[config.mk]
export PLATFORM = sky130hd
export DESIGN_NAME = simple22_loader
export DESIGN_NICKNAME = d
export VERILOG_FILES = /design/src/rtl/simple22_loader_pkg.sv /design/src/rtl/simple22_byte_assembler.sv /design/src/rtl/simple22_loader.sv
export SDC_FILE = /design/constraint.sdc
export NUM_CORES = 1
export LEC_CHECK = 0
export ABC_AREA = 0
export CORE_MARGIN = 4
export CORE_UTILIZATION = 45
export DETAILED_ROUTE_END_ITERATION = 10
export PLACE_DENSITY = 0.71
export SYNTH_ARGS = -nofsm -noshare
export SYNTH_HDL_FRONTEND = slang
export SYNTH_SLANG_ARGS = --single-unit
[constraint.sdc]
create_clock -name clk -period 4.3 [get_ports clk]
set_input_delay 0.645 -clock clk [delete_from_list [all_inputs] [get_ports clk]]
set_output_delay 0.645 -clock clk [all_outputs]
set_load 0.1 [all_outputs]
[src/rtl/simple22_loader_pkg.sv]
// Shared definitions for the Simple22 instruction loader: command codes,
// FSM state encoding and default sizes matching the Simple22 core.
package simple22_loader_pkg;

    localparam int ISIZE_DEFAULT        = 32;
    localparam int RSIZE_DEFAULT        = 32;
    localparam int IMEMSIZE_DEFAULT     = 256;
    localparam int TIMEOUT_CLKS_DEFAULT = 1_000_000;

    localparam logic [7:0] CMD_LOAD  = 8'h01;
    localparam logic [7:0] CMD_RUN   = 8'h02;
    localparam logic [7:0] CMD_STOP  = 8'h03;
    localparam logic [7:0] CMD_CLEAR = 8'h04;

    typedef enum logic [2:0] {
        S_IDLE    = 3'd0,
        S_PAYLOAD = 3'd1,
        S_CSUM    = 3'd2,
        S_COMMIT  = 3'd3,
        S_STROBE  = 3'd4
    } state_t;

endpackage

[src/rtl/simple22_byte_assembler.sv]
// Little-endian word assembler for LOAD payloads: shift-in holding register,
// payload byte counter and inter-byte timeout counter.
module simple22_byte_assembler #(
    parameter int ISIZE        = 32,
    parameter int TIMEOUT_CLKS = 1_000_000
) (
    input  logic             clk,
    input  logic             rst_n,
    input  logic             start,
    input  logic             collect,
    input  logic             active,
    input  logic             rx_valid,
    input  logic [7:0]       rx_byte,
    output logic [ISIZE-1:0] word,
    output logic             done,
    output logic             abort
);

    localparam int NBYTES = ISIZE / 8;
    localparam int BW     = (NBYTES > 1) ? $clog2(NBYTES) : 1;
    localparam int TW     = $clog2(TIMEOUT_CLKS + 1);
    localparam logic [BW-1:0] LAST_BYTE = BW'(NBYTES - 1);
    localparam logic [TW-1:0] TMO_LAST  = TW'(TIMEOUT_CLKS - 1);

    logic [BW-1:0] byte_cnt;
    logic [TW-1:0] tmo_cnt;

    always_ff @(posedge clk or negedge rst_n) begin
        if (!rst_n) begin
            word     <= '0;
            byte_cnt <= '0;
            tmo_cnt  <= '0;
        end else if (start) begin
            word     <= '0;
            byte_cnt <= '0;
            tmo_cnt  <= '0;
        end else begin
            if (collect && rx_valid) begin
                for (int k = 0; k < NBYTES; k++) begin
                    if (byte_cnt == BW'(k)) word[8*k +: 8] <= rx_byte;
                end
                byte_cnt <= (byte_cnt == LAST_BYTE) ? '0 : byte_cnt + 1'b1;
            end
            if (!active || rx_valid) tmo_cnt <= '0;
            else                     tmo_cnt <= tmo_cnt + 1'b1;
        end
    end

    // abort fires in the idle cycle that brings the count to TIMEOUT_CLKS
    assign done  = collect && rx_valid && (byte_cnt == LAST_BYTE);
    assign abort = active && !rx_valid && (tmo_cnt == TMO_LAST);

endmodule

[src/rtl/simple22_loader.sv]
// Simple22 host loader: decodes UART command bytes, writes assembled words into
// the core's instruction memory and drives its execute level.
// Optional trailing XOR checksum per frame: define SIMPLE22_LOADER_CSUM_EN.
module simple22_loader
    import simple22_loader_pkg::*;
#(
    parameter int ISIZE        = ISIZE_DEFAULT,
    parameter int RSIZE        = RSIZE_DEFAULT,
    parameter int IMEMSIZE     = IMEMSIZE_DEFAULT,
    parameter int TIMEOUT_CLKS = TIMEOUT_CLKS_DEFAULT
) (
    input  logic             clk,
    input  logic             rst_n,
    input  logic             rx_valid,
    input  logic [7:0]       rx_byte,
    output logic [ISIZE-1:0] new_instruction,
    output logic [RSIZE-1:0] final_pc,
    output logic             new_instruction_available,
    output logic             execute,
    output logic [RSIZE-1:0] load_count,
    output logic             err,
    output logic [2:0]       state_dbg
);

    localparam logic [RSIZE-1:0] LC_MAX = RSIZE'(IMEMSIZE);

    state_t           state, state_nx;
    logic             strobe_second;
    logic [ISIZE-1:0] hold_word;
    logic             asm_done, asm_abort;
    logic             lc_full, start_frame;
    logic             commit, lc_inc, run_ok, stop_cmd, clear_ok, err_set;

    assign lc_full     = (load_count == LC_MAX);
    assign start_frame = (state == S_IDLE) && rx_valid && (rx_byte == CMD_LOAD) && !execute;
    assign state_dbg   = state;

    simple22_byte_assembler #(
        .ISIZE       (ISIZE),
        .TIMEOUT_CLKS(TIMEOUT_CLKS)
    ) u_asm (
        .clk     (clk),
        .rst_n   (rst_n),
        .start   (start_frame),
        .collect (state == S_PAYLOAD),
        .active  ((state == S_PAYLOAD) || (state == S_CSUM)),
        .rx_valid(rx_valid),
        .rx_byte (rx_byte),
        .word    (hold_word),
        .done    (asm_done),
        .abort   (asm_abort)
    );

`ifdef SIMPLE22_LOADER_CSUM_EN
    logic [7:0] csum;
    logic       csum_ok;

    always_ff @(posedge clk or negedge rst_n) begin
        if (!rst_n)                              csum <= '0;
        else if (start_frame)                    csum <= CMD_LOAD;
        else if (state == S_PAYLOAD && rx_valid) csum <= csum ^ rx_byte;
    end

    assign csum_ok = (rx_byte == csum);
`endif

    always_ff @(posedge clk or negedge rst_n) begin
        if (!rst_n) begin
            state         <= S_IDLE;
            strobe_second <= 1'b0;
        end else begin
            state         <= state_nx;
            strobe_second <= (state == S_STROBE) && !strobe_second;
        end
    end

    always_comb begin
        state_nx = state;
        case (state)
            S_IDLE:    if (start_frame) state_nx = S_PAYLOAD;
            S_PAYLOAD: begin
                if (asm_abort) state_nx = S_IDLE;
`ifdef SIMPLE22_LOADER_CSUM_EN
                else if (asm_done) state_nx = S_CSUM;
`else
                else if (asm_done) state_nx = lc_full ? S_IDLE : S_COMMIT;
`endif
            end
`ifdef SIMPLE22_LOADER_CSUM_EN
            S_CSUM: begin
                if (asm_abort)     state_nx = S_IDLE;
                else if (rx_valid) state_nx = (csum_ok && !lc_full) ? S_COMMIT : S_IDLE;
            end
`endif
            S_COMMIT:  state_nx = S_STROBE;
            S_STROBE:  if (strobe_second) state_nx = S_IDLE;
            default:   state_nx = S_IDLE;
        endcase
    end

    always_comb begin
        new_instruction_available = (state == S_STROBE);
        commit   = (state == S_COMMIT);
        lc_inc   = (state == S_STROBE) && strobe_second;
        run_ok   = 1'b0;
        stop_cmd = 1'b0;
        clear_ok = 1'b0;
        err_set  = 1'b0;
        if (state == S_IDLE && rx_valid) begin
            case (rx_byte)
                CMD_LOAD:  err_set = execute;
                CMD_RUN:   begin
                    run_ok  = (load_count != '0);
                    err_set = (load_count == '0);
                end
                CMD_STOP:  stop_cmd = 1'b1;
                CMD_CLEAR: begin
                    clear_ok = !execute;
                    err_set  = execute;
                end
                default:   err_set = 1'b1;
            endcase
        end
`ifdef SIMPLE22_LOADER_CSUM_EN
        if (state == S_CSUM && rx_valid && (!csum_ok || lc_full)) err_set = 1'b1;
`else
        if (state == S_PAYLOAD && asm_done && lc_full) err_set = 1'b1;
`endif
        if (asm_abort) err_set = 1'b1;
        if (rx_valid && (state == S_COMMIT || state == S_STROBE)) err_set = 1'b1;
    end

    always_ff @(posedge clk or negedge rst_n) begin
        if (!rst_n) begin
            new_instruction <= '0;
            final_pc        <= '0;
            execute         <= 1'b0;
            load_count      <= '0;
            err             <= 1'b0;
        end else begin
            if (commit) begin
                new_instruction <= hold_word;
                final_pc        <= load_count;
            end
            if (run_ok)        execute <= 1'b1;
            else if (stop_cmd) execute <= 1'b0;
            if (lc_inc && !lc_full) load_count <= load_count + 1'b1;
            if (clear_ok) begin
                load_count <= '0;
                final_pc   <= '0;
                err        <= 1'b0;
            end else if (err_set) begin
                err <= 1'b1;
            end
        end
    end

    // Bytes cannot arrive this fast from the UART; flag it if they ever do
    assert property (@(posedge clk) disable iff (!rst_n)
        !(rx_valid && (state == S_COMMIT || state == S_STROBE)));

endmodule

== Word-level counts from Yosys, hierarchy flattened ==
Index checks and enable logic that the tools add are counted.
Word-level totals
  register bits: 156
  bits in latches: 0
  RAM bits: 0
  memory bits (read-only): 0
  input bits: 11
  output and inout bits: 102
  logic and storage cells: 108
  memories: 0
Cells by class
  add/sub/neg operators: 3
  $mul: 0
  div/mod/pow operators: 0
  $lt $le $gt $ge: 0
  eq/ne operators: 16
  shift-type cells: 0
  multiplexer cells: 36
  bitwise gates (word level): 0
  reduce and logical (&&, ||, !) cells: 40
Operator list (number)
  $mux 32: 6
  $mux 20: 2
  $add 32x1->32 const B: 1
  $eq 32x9->1 const B: 1
  $logic_not 32->1: 1
  $mux 8: 4
  $reduce_bool 32->1: 1
  $add 20x1->20 const B: 1
  $eq 20x20->1 const B: 1
  $reduce_bool 2->1: 9
  $eq 8x2->1 const B: 2
  $mux 1: 14
  $logic_and 1x1->1: 13
  $mux 3: 4
  $pmux 3 s4: 1
  $eq 8x1->1 const B: 1
  $eq 8x3->1 const B: 1
  $mux 2: 4
  $reduce_and 2->1: 4
  $eq 3x2->1 const B: 2
  $logic_not 1->1: 5
  $eq 2x2->1 const B: 2
  $eq 3x1->1 const B: 1
  $eq 3x3->1 const B: 1
  other kinds (11): 13

== Logic depth before layout (Yosys ltp) ==
  depth in word-level cells: 10
  depth in mapped cells: 10
  mapped depth without buffers: 7

== Cells and area by module ==
Synthesis repeated with hierarchy kept, for this count alone.
Second synthesis, totals
  cells, all modules: 754
  area, all modules: 7059.3 um2
Modules (own cells, without submodules)
  simple22_loader: times used 1, cells an instance 517, area an instance 4636.9 um2, seq. area each 2552.4 um2
  simple22_byte_assembler: times used 1, cells an instance 237, area an instance 2422.3 um2, seq. area each 1351.3 um2

== Least setup slack after synthesis ==
OpenSTA, ideal clock, no wires.
  path type: register to register
  start: register load_count[0]
  end: register load_count[30]
  setup time: 0.077 ns
  arrival time: 2.690 ns
  data required time: 4.223 ns
  slack: 1.532 ns
  cell stages (with the launch flop): 10
  path buffers: 2
  clock period less this slack: 2.768 ns
  cell sequence: dfrtp_1 inv_1 ha_1 nor4b_1 and4_4 and3_4 buf_6 buf_6 or4_1 a21oi_1
On the way
  cells in the longest elaborated chain, start to end: 4
  elaborated cells on any way between the ends: 7
  classes of those cells: add/sub: 1; eq/ne: 1; mux: 2; reduce/logical: 3
RTL lines
  from (decl): RTL line simple22_loader.sv:20  | output logic [RSIZE-1:0] load_count,
  from (signal assigned): RTL line simple22_loader.sv:147  | if (lc_inc && !lc_full) load_count <= load_count + 1'b1;
  branches (longest 4 deep; another with $add 32x1->32)
Parallel ways; which one is timed is not known. The select of a mux whose other input is x is not followed.
A chain may end at the register's enable or synchronous reset.

== Worst setup path in the final report ==
  start: register state[1] (netlist: state_dbg[1])
  end: output new_instruction_available
On the way
  cells in the longest elaborated chain, start to end: 1
RTL lines
  from (decl): RTL line simple22_loader.sv:27  | state_t state, state_nx;
  from (signal assigned): RTL line simple22_loader.sv:72  | state <= state_nx;
  $eq 3x3->1: RTL line simple22_loader.sv:102  | new_instruction_available = (state == S_STROBE);
  to (decl): RTL line simple22_loader.sv:18  | output logic new_instruction_available,
No other way between the ends.

==> impl_metrics.tcl <==
set metrics [dict create \
    start_util_pct 46.3 \
    worst-r2r-cell-count 4 \
    synth_compound_area_share_pct 9.29 \
    finalClockSkew_ps 9.84 \
    drc 0 \
    drt_first_iter_violations 490 \
    cp-end-kind "output port" \
    endpoint "new_instruction_available" \
    ys_warn_count 0 \
    clock_latency_ps 420 \
    yosysMostFrequentCell "nand2_1" \
    leakage_uw 0.00384 \
    yosys.area_share.simple_pct 27.8 \
    synthXorXnorAreaFrac_pct 3.20 \
    vias_per_cell 5.24 \
    area_growth_pct 25.5 \
    setup_tns_ps 0 \
    r2r_start "state_dbg[1]$_DFFE_PN0P_" \
    p_switching_uw 1580 \
    globalRouteOverflowTotal 0 \
    antenna_cells 0 \
    dieArea_sq_um 17900 \
    grt_util_met2_pct 30.9 \
    ios 113 \
    ys_seq_area_share_pct 54.9 \
    dpl.cell_count 1069 \
    finalHoldViolCount 0 \
    outcome "finished clean" \
    synth_area_sq_um 7110 \
    r2r_end "load_count[26]$_DFFE_PN0P_" \
    min_period_ps 3080 \
    startpoint_type "register" \
    gp_congestion 0.795 \
    synth-async-reset-ratio_pct 100 \
    antenna_found_initial 0 \
    grt_pass1_wl_um 28700 \
    synth_nets 801 \
    top_usage_layer "met2" \
    syn_inst 783 \
    p_int_uw 2720 \
    synth_fa_ha_area_share_pct 1.23 \
    max_freq_ghz 0.324 \
    placement.io_buffers 112 \
    tightest_slew_ps 1090 \
    first_pass_iters 4 \
    p_per_area_nw_per_um2 482 \
    root_buffer "clkbuf_16" \
    yosysTopAreaCellShare_pct 54.9 \
    rsz0062_at_grt "false" \
    yosysTopAreaCell "dfrtp_1" \
    synth_top_family_by_area "simple AND/OR/NAND/NOR gates" \
    seq_area_sq_um 3900 \
    die_h_um 134 \
    r2r_slack_ps 1790 \
    cp_max_fo 8 \
    slew_headroom_pct 27.3 \
    path_class "register to output port" \
    hold_path_class "input port to async pin" \
    rows 45 \
    fin_crit_sh_pct 71.7 \
    synthMuxAreaShare_pct 0 \
    path_clk_slew_ps 60 \
    cts_max_level 4 \
    hpwl_um 11400 \
    die_w_um 134 \
    ys_types 44 \
    wl_um 17200 \
    cp.arrival_ps 2440 \
    use_met3_pct 5.85 \
    core_area_sq_um 15400 \
    fillers 1360 \
    clk_path_buf_depth 2 \
    ctsResizeCount 0 \
    fin_nets 895 \
    synth.area.top_cells "dfrtp_1, nand2_1, a21oi_1" \
    crit_required_ps 3650 \
    avgSynthCellArea_sq_um 9.08 \
    yosys_most_used_dff "dfrtp_1" \
    switching_share_pct 36.7 \
    cts_inserted_buffers 17 \
    drv_cap 0 \
    pwr-share-comb_pct 24.7 \
    hold_buffers 0 \
    multi_input_area_sq_um 2960 \
    finalSetupViolCount 0 \
    startpoint "state_dbg[1]$_DFFE_PN0P_" \
    use_met1_pct 27.1 \
    drive_above_1_share_pct 5.73 \
    p_clk_share_pct 33.8 \
    via_count 5771 \
    pwr-share-seq_pct 41.6 \
    grt_max_degree 107 \
    cts_setup_buffers 0 \
    instances_no_fill 1101 \
    synth_seq_cells 156 \
    synth_top_cells_by_count "nand2_1, dfrtp_1, a21oi_1" \
    wl_per_cell_um 15.6 \
    ir_worst_vdd_mv 0.278 \
    grt_pass1_vias 5589 \
    synth-edff-count 0 \
    clock_sinks 156 \
    ant_nets 0 \
    cts_tree "yes" \
    slew_violations 0 \
    track_usage_pct 19.8 \
]
metal layers:
layer | routed length (um) | share of wire (%)
met2 | 8180 | 48
met5 | 0 | 0
met4 | 161 | 0.94
met1 | 7880 | 46
met3 | 968 | 5.6
placed cells by master (no fill, tap or decap), types with 3 or more instances in the layout:
master           instances
a21oi_1                 57
and2_1                   9
and3_1                   7
and4_1                   7
buf_4                    5
clkbuf_16               17
clkdlybuf4s50_1        111
clkinv_4                 4
clkinvlp_4               3
dfrtp_1                156
ha_1                     7
inv_1                   12
inv_6                    5
nand2_1                252
nand3_1                 19
nand4_1                 15
nor2_1                  46
nor4_1                  12
nor4b_1                  8
o211ai_1                 5
o21ai_0                 38
o21ai_1                  7
o31ai_1                 11
or3_1                   14
or4_1                    8
xnor2_1                 11
xor2_1                  15
sequential cells by signal, summed over array words and instances, names as in the netlist:
signal	count
strobe_second	1
load_count	32
new_instruction	32
execute	1
u_asm.byte_cnt	2
err	1
state_dbg	3
u_asm.tmo_cnt	20
final_pc	32
u_asm.word	32
power by group through the flow:
stage	sequential [uW]	combinational, uW	clock (uW)
finish	1790	1060	1450
global route	1810	1130	1550
CTS	1790	1070	1480
detailed placement	1810	1070	0
global placement	1810	1050	0
floorplan	2300	286	0
cell families (layout without fill, tap and decap cells):
logic type                 count (synthesis)  in the layout
AOI/OAI and AO/OA                        122            122
xor gates and xnor gates                  26             26
buffers and inverters                     55            162
and+or+nand+nor                          417            417
DFF                                      156            156
adders and majority gates                  7              7
critical path, cell delays in order, from the launching register on:
cell and delay [ps]:
dfrtp_1 480, nor2_1 140, nand2_1 90, inv_1 130
clkdlybuf4s50_1 1170
layout make-up:
| type | instances | share of cell area, % |
|---|---|---|
| multi-input combinational | 572 | 33.2 |
| sequential | 156 | 43.7 |
| timing repair buffer | 118 | 13.2 |
| tap | 211 | 2.96 |
| clock inverter | 14 | 1.53 |
| clock buffer | 18 | 4.92 |
| inverter | 12 | 0.504 |
metrics by stage:
step | hold WS (ps) | util [%] | instance area, sq um | power [uW] | setup WS (ps)
4_1_cts | 399 | 58.1 | 8930 | 4340 | 1190
5_1_grt | 427 | 58.1 | 8930 | 4490 | 1110
2_1_floorplan | 349 | - | 7110 | 2580 | 1530
3_3_place_gp | 450 | 54.3 | 8350 | 2860 | 1220
6_report | 327 | 58.1 | 8930 | 4300 | 1220
3_5_place_dp | 455 | 54.3 | 8350 | 2880 | 1190
worst min path at each step:
| stage | start | to | slack, ps | cells past startpoint |
|---|---|---|---|---|
| floorplan | rst_n | err$_DFFE_PN0P_ | 350 | 0 |
| global placement | u_asm.word[9]$_DFFE_PN0P_ | new_instruction[9]$_DFFE_PN0P_ | 450 | 2 |
| global route | rst_n | final_pc[28]$_DFFE_PN0P_ | 430 | 1 |
| CTS | rst_n | final_pc[24]$_DFFE_PN0P_ | 400 | 1 |
| detailed placement | u_asm.word[17]$_DFFE_PN0P_ | new_instruction[17]$_DFFE_PN0P_ | 450 | 2 |
| finish | rst_n | final_pc[28]$_DFFE_PN0P_ | 330 | 1 |
(Power assumes the default switching activity.)
